[src/rtl/rv32_pkg.sv]
// Shared RV32-style definitions: ALU mode encoding, memory-stage FSM states
// and small decode helpers used by the execute and memory stages.
package rv32_pkg;

  typedef enum logic [5:0] {
    ALU_ADD  = 6'd0,
    ALU_ADDI = 6'd1,
    ALU_SUB  = 6'd2,
    ALU_SUBI = 6'd3,
    ALU_MULT = 6'd4,
    ALU_AND  = 6'd5,
    ALU_ANDI = 6'd6,
    ALU_OR   = 6'd7,
    ALU_ORI  = 6'd8,
    ALU_XORI = 6'd9,
    ALU_SLL  = 6'd10,
    ALU_SRL  = 6'd11,
    ALU_SLT  = 6'd12,
    ALU_SLTI = 6'd13,
    ALU_LD   = 6'd14,
    ALU_ST   = 6'd15,
    ALU_BEQ  = 6'd16,
    ALU_BNE  = 6'd17,
    ALU_BLT  = 6'd18,
    ALU_BGE  = 6'd19,
    ALU_JAL  = 6'd20
  } alu_mode_e;

  typedef enum logic [1:0] {
    ST_IDLE = 2'd0,
    ST_BUSY = 2'd1,
    ST_DONE = 2'd2
  } mem_state_e;

  // Register-file write enable for a completed instruction; unknown codes never write.
  function automatic logic mode_writes_rd(input logic [5:0] mode);
    logic en;
    en = 1'b0;
    case (mode)
      ALU_ADD, ALU_ADDI, ALU_SUB, ALU_SUBI, ALU_MULT,
      ALU_AND, ALU_ANDI, ALU_OR, ALU_ORI, ALU_XORI,
      ALU_SLL, ALU_SRL, ALU_SLT, ALU_SLTI, ALU_LD: en = 1'b1;
      default: en = 1'b0;
    endcase
    return en;
  endfunction

  function automatic logic mode_is_mem(input logic [5:0] mode);
    return (mode == ALU_LD) || (mode == ALU_ST);
  endfunction

endpackage

[src/rtl/mem_stage.sv]
// Pipeline memory stage: passes ALU results to writeback, runs LD/ST over a req/ack bus.
// Optional `MISALIGN_CHECK_EN traps LD/ST with addr[1:0]!=0 instead of truncating.
module mem_stage
  import rv32_pkg::*;
(
  input  logic        i_clk,
  input  logic        i_reset,
  input  logic        i_valid,
  input  logic [5:0]  i_ALUmode,
  input  logic [31:0] i_ALUOutput,
  input  logic [31:0] i_B,
  input  logic [4:0]  i_rd,
  output logic        o_stall,
  output logic        o_mem_req,
  output logic        o_mem_we,
  output logic [31:0] o_mem_addr,
  output logic [31:0] o_mem_wdata,
  input  logic        i_mem_ack,
  input  logic [31:0] i_mem_rdata,
  output logic        o_valid,
  output logic        o_wb_en,
  output logic [31:0] o_wb_data,
  output logic [4:0]  o_rd,
  output logic        o_misalign
);

  mem_state_e  state_q;
  logic        valid_q;
  logic        wb_en_q;
  logic        misalign_q;
  logic        mem_req_q;
  logic        mem_we_q;
  logic        is_ld_q;
  logic [31:0] wb_data_q;
  logic [31:0] mem_addr_q;
  logic [31:0] mem_wdata_q;
  logic [4:0]  rd_q;

  logic is_mem;
  logic misaligned;

  assign is_mem = mode_is_mem(i_ALUmode);

`ifdef MISALIGN_CHECK_EN
  assign misaligned = |i_ALUOutput[1:0];
`else
  assign misaligned = 1'b0;
`endif

  always_ff @(posedge i_clk) begin
    if (i_reset) begin
      state_q     <= ST_IDLE;
      valid_q     <= 1'b0;
      wb_en_q     <= 1'b0;
      misalign_q  <= 1'b0;
      mem_req_q   <= 1'b0;
      mem_we_q    <= 1'b0;
      is_ld_q     <= 1'b0;
      wb_data_q   <= 32'd0;
      mem_addr_q  <= 32'd0;
      mem_wdata_q <= 32'd0;
      rd_q        <= 5'd0;
    end else begin
      // Writeback and fault indications are single-cycle pulses.
      valid_q    <= 1'b0;
      wb_en_q    <= 1'b0;
      misalign_q <= 1'b0;
      case (state_q)
        ST_IDLE: begin
          if (i_valid) begin
            if (is_mem && misaligned) begin
              misalign_q <= 1'b1;
            end else if (is_mem) begin
              mem_req_q   <= 1'b1;
              mem_we_q    <= (i_ALUmode == ALU_ST);
              is_ld_q     <= (i_ALUmode == ALU_LD);
              mem_addr_q  <= {i_ALUOutput[31:2], 2'b00};
              mem_wdata_q <= i_B;
              rd_q        <= i_rd;
              state_q     <= ST_BUSY;
            end else begin
              valid_q   <= 1'b1;
              wb_en_q   <= mode_writes_rd(i_ALUmode);
              wb_data_q <= i_ALUOutput;
              rd_q      <= i_rd;
            end
          end
        end
        ST_BUSY: begin
          // Request and payload hold until the memory acknowledges.
          if (i_mem_ack) begin
            mem_req_q <= 1'b0;
            valid_q   <= 1'b1;
            wb_en_q   <= is_ld_q;
            wb_data_q <= is_ld_q ? i_mem_rdata : 32'd0;
            state_q   <= ST_DONE;
          end
        end
        ST_DONE: begin
          state_q <= ST_IDLE;
        end
        default: begin
          state_q   <= ST_IDLE;
          mem_req_q <= 1'b0;
        end
      endcase
    end
  end

  assign o_stall     = (state_q != ST_IDLE);
  assign o_mem_req   = mem_req_q;
  assign o_mem_we    = mem_we_q;
  assign o_mem_addr  = mem_addr_q;
  assign o_mem_wdata = mem_wdata_q;
  assign o_valid     = valid_q;
  assign o_wb_en     = wb_en_q;
  assign o_wb_data   = wb_data_q;
  assign o_rd        = rd_q;
  assign o_misalign  = misalign_q;

endmodule

[config.mk]
export PLATFORM = sky130hd
export DESIGN_NAME = mem_stage
export DESIGN_NICKNAME = d
export VERILOG_FILES = /design/src/rtl/rv32_pkg.sv /design/src/rtl/mem_stage.sv
export SDC_FILE = /design/constraint.sdc
export NUM_CORES = 1
export LEC_CHECK = 0
export BUFFER_PORTS_ARGS = -buffer_cell sky130_fd_sc_hd__buf_4
export CAP_MARGIN = 10
export CORE_UTILIZATION = 45
export DETAILED_ROUTE_END_ITERATION = 10
export HOLD_SLACK_MARGIN = 0.12
export PLACE_DENSITY = 0.8
export REMOVE_ABC_BUFFERS = 1
export SLEW_MARGIN = 20
export SYNTH_ARGS = -nofsm -noshare
export SYNTH_HDL_FRONTEND = slang
export SYNTH_SLANG_ARGS = --single-unit
[constraint.sdc]
create_clock -name i_clk -period 1.8 [get_ports i_clk]
set_input_delay 0.09 -clock i_clk [delete_from_list [all_inputs] [get_ports i_clk]]
set_output_delay 0.09 -clock i_clk [all_outputs]
set_load 0.05 [all_outputs]
==> metrics.md, run 1 <==
| Metric | Value |
|---|---|
| CTS tree | yes |
| Via density | 5.23 |
| Worst-Margin Slew | 0.520 ns |
| First-pass GRT wire length | 23300 um |
| Worst VDD drop | 0.537 mV |
| CTS buffer count | 9 |
| HPWL Detailed | 8410 um |
| Ys flop type | dfxtp_1 |
| CP Class | reg -> reg |
| Die Y | 98.6 um |
| Initial Util | 47.2% |
| Synthesis-to-finish area growth | 69.9% |
| Top cell type's share of synthesized area | 50.6% |
| Io pins | 218 |
| Die Wd | 98.6 um |
| RSZ-0062 raised after global routing | no |
| Clk buf depth | 2 |
| Max Clock Skew | 0.0138 ns |
| Period utilization | 92.8% |
| Yosys warning count | 0 |
| Synth area leader | dfxtp_1 |
| Vias | 4840 |
| Psw | 1.44 mW |
| Crit end category | flop |
| Fin nets | 923 |
| Power share of the clock group | 32.6% |
| Final Hold Vio Count | 0 |
| Max_slew headroom | 65.4% |
| Data required, critical path | 2.07 ns |
| Share of cells above drive strength 1 | 33.0% |
| Mapped Cells | 514 |
| CP Max Fanout | 39 |
| Clock transition at the registers of the reported paths | 0.09 ns |
| Die area | 9720 um2 |
| Arr. time, crit path | 1.94 ns |
| Cell Area, Synth | 4200 um2 |
| Pins Over Slew Limit | 0 |
| Post-synth EDFFs | 0 |
| Yosys cell types | 25 |
| Worst-Skew Late Latency | 0.36 ns |
| Total power | 5.21 mW |
| Post-synthesis register bit count | 106 |
| Diodes inserted | 0 |
| Final setup violating endpoints | 0 |
| WL final | 14600 um |
| Setup_tns | 0 ns |
| Final GP Congestion | 0.837 |
| GRT Overall Usage | 29.9% |
| Int Pwr | 3.77 mW |
| Max Clock Freq | 0.599 GHz |
| Max-cap violation count | 0 |
| Num rows | 34 |
| Final ANT Viol Nets | 0 |
| Worst setup SP type | flop |
| Top cells by instance count after synthesis | nand2_1, dfxtp_1, a21oi_1 |
| Status | completed |
| Post-synthesis sequential area ratio | 50.6% |
| WL/cell | 15.8 um |
| Flop pwr share | 47.2% |
| H-tree depth | 3 |
| Pin count of the biggest net entering global routing | 107 |
| Post-route minimum period | 1.67 ns |
| IO buf count | 214 |
| CTS root buf | clkbuf_8 |
| Fillers | 531 |
| Clk sinks | 106 |
| Vias in the first global route | 5009 |
| Post-synth ARST share | 0% |
| Flop2flop setup slack | 0.13 ns |
| Most frequent cell after synthesis | nand2_1 |
| Area contributors post-synth | dfxtp_1, nand2_1, a21oi_1, a311oi_2, nand3_1 |
| Logic gate share of total power | 20.1% |
| DRC violations left | 0 |
| Switching Fraction | 27.6% |
| GRT overflow | 0 |
| Leakage | 3.06 nW |
| Initial DRT Pass Iterations | 5 |
| Power per cell area | 731 nW/um2 |
| Worst Hold Class | in -> reg |
| Area of the core | 8890 um2 |
| Initial antenna violation count | 0 |
| Synth Area per Inst | 8.16 um2 |
| Drt initial violations | 197 |
==> per-layer routing <==
layer | wire, um | global-route usage [%]
met5 | 0 | 0
met4 | 480 | 14.8
met3 | 969 | 6.52
met2 | 7540 | 54.8
met1 | 5620 | 32.5
==> final timing paths <==
check | start | to | depth (start not counted)
setup reg to reg | state_q[0] | o_wb_data[18] | 5
hold reg to reg | o_mem_addr[21] | o_mem_addr[21] | 2
hold / removal | i_reset | o_mem_wdata[24] | 3
setup / recovery | state_q[0] | o_wb_data[18] | 5
==> power groups by stage <==
stage / Combinational [mW] / Clock (mW) / Sequential, mW
finish: 1.05 / 1.70 / 2.46
floorplan: 0.180 / 0 / 2.77
global route: 1.10 / 1.82 / 2.47
detailed placement: 0.847 / 0 / 2.51
global placement: 0.834 / 0 / 2.51
CTS: 1.03 / 1.72 / 2.46
==> worst max-delay path, stage by stage (launching register included) <==
cell	delay (ns)
dfxtp_1	0.45
mux2i_1	0.15
a311oi_4	0.36
buf_12	0.26
nor2_1	0.09
a311oi_2	0.25
==> flip-flops by register name, summed over array words and instances, names as in the netlist <==
signal and flops:
is_ld_q 1, o_mem_addr 30, o_mem_req 1, o_mem_wdata 32, o_mem_we 1, o_rd 5, o_valid 1, o_wb_data 32
o_wb_en 1, state_q 2
==> layout by cell type, fill, tap and decap left out, types with 3 or more instances in the layout <==
master           n
a311oi_2        17
dfxtp_1        105
a311oi_1        15
buf_4          225
nor2_1          40
a21oi_1         68
nand2_1        169
dlygate4sd3_1  104
buf_12           3
clkbuf_8        11
nand3_1         32
conb_1           3
nor3_1           3
==> per-stage QoR <==
stage | area (um2) | worst slack [ns] | util (%) | hold slack [ns] | std cells
after floorplan | 3940 | -1.75 | - | 0.158 | 468
after global placement | 5850 | 0.227 | 65.8 | 0.336 | 805
after detailed placement | 5850 | 0.126 | 65.8 | 0.346 | 805
after CTS | 7130 | 0.0909 | 80.1 | 0.262 | 925
after global routing | 7130 | 0.0208 | 80.2 | 0.284 | 925
final | 7130 | 0.129 | 80.2 | 0.268 | 925
==> repair_timing <==
item / CTS / global route
hold endpoints to repair: 105 / 0
resized for setup: 0 / 2
hold buffers: 104 / 0
endpoints found under the setup margin: 0 / 6
setup buffers: 0 / 0
==> cell families (layout without fill, tap and decap cells) <==
group                  count (synthesis)  after routing  share of synthesized area [%]
other                                  1              3                         0.0894
DFF                                  106            106                           50.6
muxes                                  1              1                          0.239
and+or+nand+nor                      254            254                           24.6
buffers and inverters                 49            350                           6.41
AOI/OAI and AO/OA                    103            103                           18.1
==> final cells by class <==
class	instances	area, um2	share of cell area [%]
inverter	1	3.75	0.0526
clock inverter	5	85.1	1.19
tap	108	135	1.90
sequential	106	2120	29.8
clock buffer	11	151	2.12
timing repair buffer	333	2800	39.3
multi-input combinational	361	1830	25.7
No activity file was read; power rests on OpenSTA's default activity.
==> inputs of run 2 (changes only) <==
SETUP_SLACK_MARGIN = 0.3   (was unset)
==> metrics.md, run 2 (synthesis gave the netlist of run 1 again) <==
| Metric | Value |
|---|---|
| WL final | 18000 um |
| WL/cell | 19.1 um |
| Drt initial violations | 351 |
| Synthesis-to-finish area growth | 81.6% |
| Worst-Margin Slew | 0.535 ns |
| CP Class | reg -> reg |
| Share of cells above drive strength 1 | 36.5% |
| Setup_tns | 0 ns |
| Leakage | 3.27 nW |
| Clock transition at the registers of the reported paths | 0.11 ns |
| Via density | 5.56 |
| Final Hold Vio Count | 0 |
| Period utilization | 89.5% |
| Vias | 5253 |
| Buffers & Inverters on Critical Path | 2 |
| Initial antenna violation count | 0 |
| Worst setup SP type | flop |
| Clk buf depth | 2 |
| Kind of cell adding the most delay to the critical path | simple AND/OR/NAND/NOR gates |
| Die Wd | 98.6 um |
| Max_slew headroom | 64.3% |
| Worst VDD drop | 0.546 mV |
| RSZ-0062 raised after global routing | yes |
| IO buf count | 214 |
| Vias in the first global route | 5088 |
| Data required, critical path | 2.04 ns |
| Max-cap violation count | 0 |
| CP Max Fanout | 10 |
| CTS root buf | clkbuf_8 |
| Crit end category | flop |
| Max Clock Skew | 0.0105 ns |
| CTS tree | yes |
| DRC violations left | 0 |
| Placed Cells | 805 |
| Clk sinks | 106 |
| Slowest cell on the critical path | dfxtp_4 |
| Power per cell area | 700 nW/um2 |
| Num rows | 34 |
| Max Clock Freq | 0.620 GHz |
| First-pass GRT wire length | 23700 um |
| Crit-path cells | nor3b_4 > buf_6 > nand3_4 > clkbuf_16 > nand2_1 > a21oi_1 |
| H-tree depth | 3 |
| Slowest cell delay on critical path | 0.41 ns |
| Worst-Skew Late Latency | 0.36 ns |
| Status | completed |
| Total power | 5.34 mW |
| Post-route insts no fill | 944 |
| End-of-flow core utilization | 85.7% |
| Worst Hold Class | in -> reg |
| Final ANT Viol Nets | 0 |
| Final GP Congestion | 0.837 |
| GRT Overall Usage | 30.5% |
| GRT overflow | 0 |
| Most frequent cells in the layout | buf_4, nand2_1, dlygate4sd3_1, dfxtp_1, a21oi_1 |
| HPWL Detailed | 8410 um |
| Final setup violating endpoints | 0 |
| Most common cell after layout, fill and taps aside | buf_4 |
| Fin nets | 942 |
| Die area | 9720 um2 |
| Arr. time, crit path | 1.85 ns |
| CTS buffer count | 9 |
| Diodes inserted | 0 |
| Die Y | 98.6 um |
| Io pins | 218 |
| Pin count of the biggest net entering global routing | 107 |
| Area of the core | 8890 um2 |
| Initial Util | 47.2% |
| Pins Over Slew Limit | 0 |
| Initial DRT Pass Iterations | 5 |
| Post-route minimum period | 1.61 ns |
## run 2: cell types whose count changed in the layout (fill, tap and decap cells not counted), moves of 4 or more
cell	before	now
clkbuf_16	0	9
nand2_1	169	161
a21oi_1	68	63
a21oi_2	0	5
nand2_4	0	5
buf_12	3	7
## run 2: area by class of cell
cell class / instances / area [um2]
Clock buffer: 11 / 151
Clock inverter: 5 / 85.1
Fill cell: 439 / 1270
Inverter: 1 / 7.51
Multi-Input combinational cell: 362 / 1920
Sequential cell: 106 / 2130
Tap cell: 108 / 135
Timing Repair Buffer: 351 / 3190
## run 2: worst register-to-register path: stages (launching register included)
cell	delay, ns
dfxtp_4	0.41
nor3b_4	0.29
buf_6	0.16
nand3_4	0.18
clkbuf_16	0.26
nand2_1	0.10
a21oi_1	0.08
## run 2: repair_timing
action / in CTS / in global routing
hold endpoints to repair: 105 / 0
resized for setup: 8 / 36
hold buffers: 104 / 0
pin swaps: 1 / 11
endpoints found under the setup margin: 96 / 96
gates cloned: 1 / 11
setup buffers: 1 / 6
## run 2: where the power goes
group	internal [mW]	leakage, nW	total (mW)	switching (mW)
registers	2.42	0.865	2.46	0.0452
logic	0.531	2.29	1.14	0.607
clock network	0.869	0.116	1.74	0.868
total	3.82	3.27	5.34	1.52
## run 2: worst paths after layout
check	startpoint	slack, ns	end	depth (start not counted)
hold reg to reg	o_mem_addr[27]	0.46	o_mem_addr[27]	2
setup / recovery	state_q[1]	0.19	o_mem_addr[10]	6
setup reg to reg	state_q[1]	0.19	o_mem_addr[10]	6
hold / removal	i_reset	0.24	o_rd[2]	3
## run 2: per-layer routing
layer	GRT usage, %	up-vias	wire length [um]
met5	0	-	0
met4	15.7	0	901
met3	6.31	89	1490
met2	55.6	325	9270
met1	33.5	2479	6340
li1	-	2360	-
## run 2: per-stage QoR
stage          instance area, um2  setup WS (ns)  hold WS (ns)
5_1_grt                      7620          0.133         0.279
3_5_place_dp                 5850          0.126         0.346
2_1_floorplan                3940          -1.75         0.158
6_report                     7620          0.188         0.241
4_1_cts                      7190          0.297         0.262
3_3_place_gp                 5850          0.227         0.336
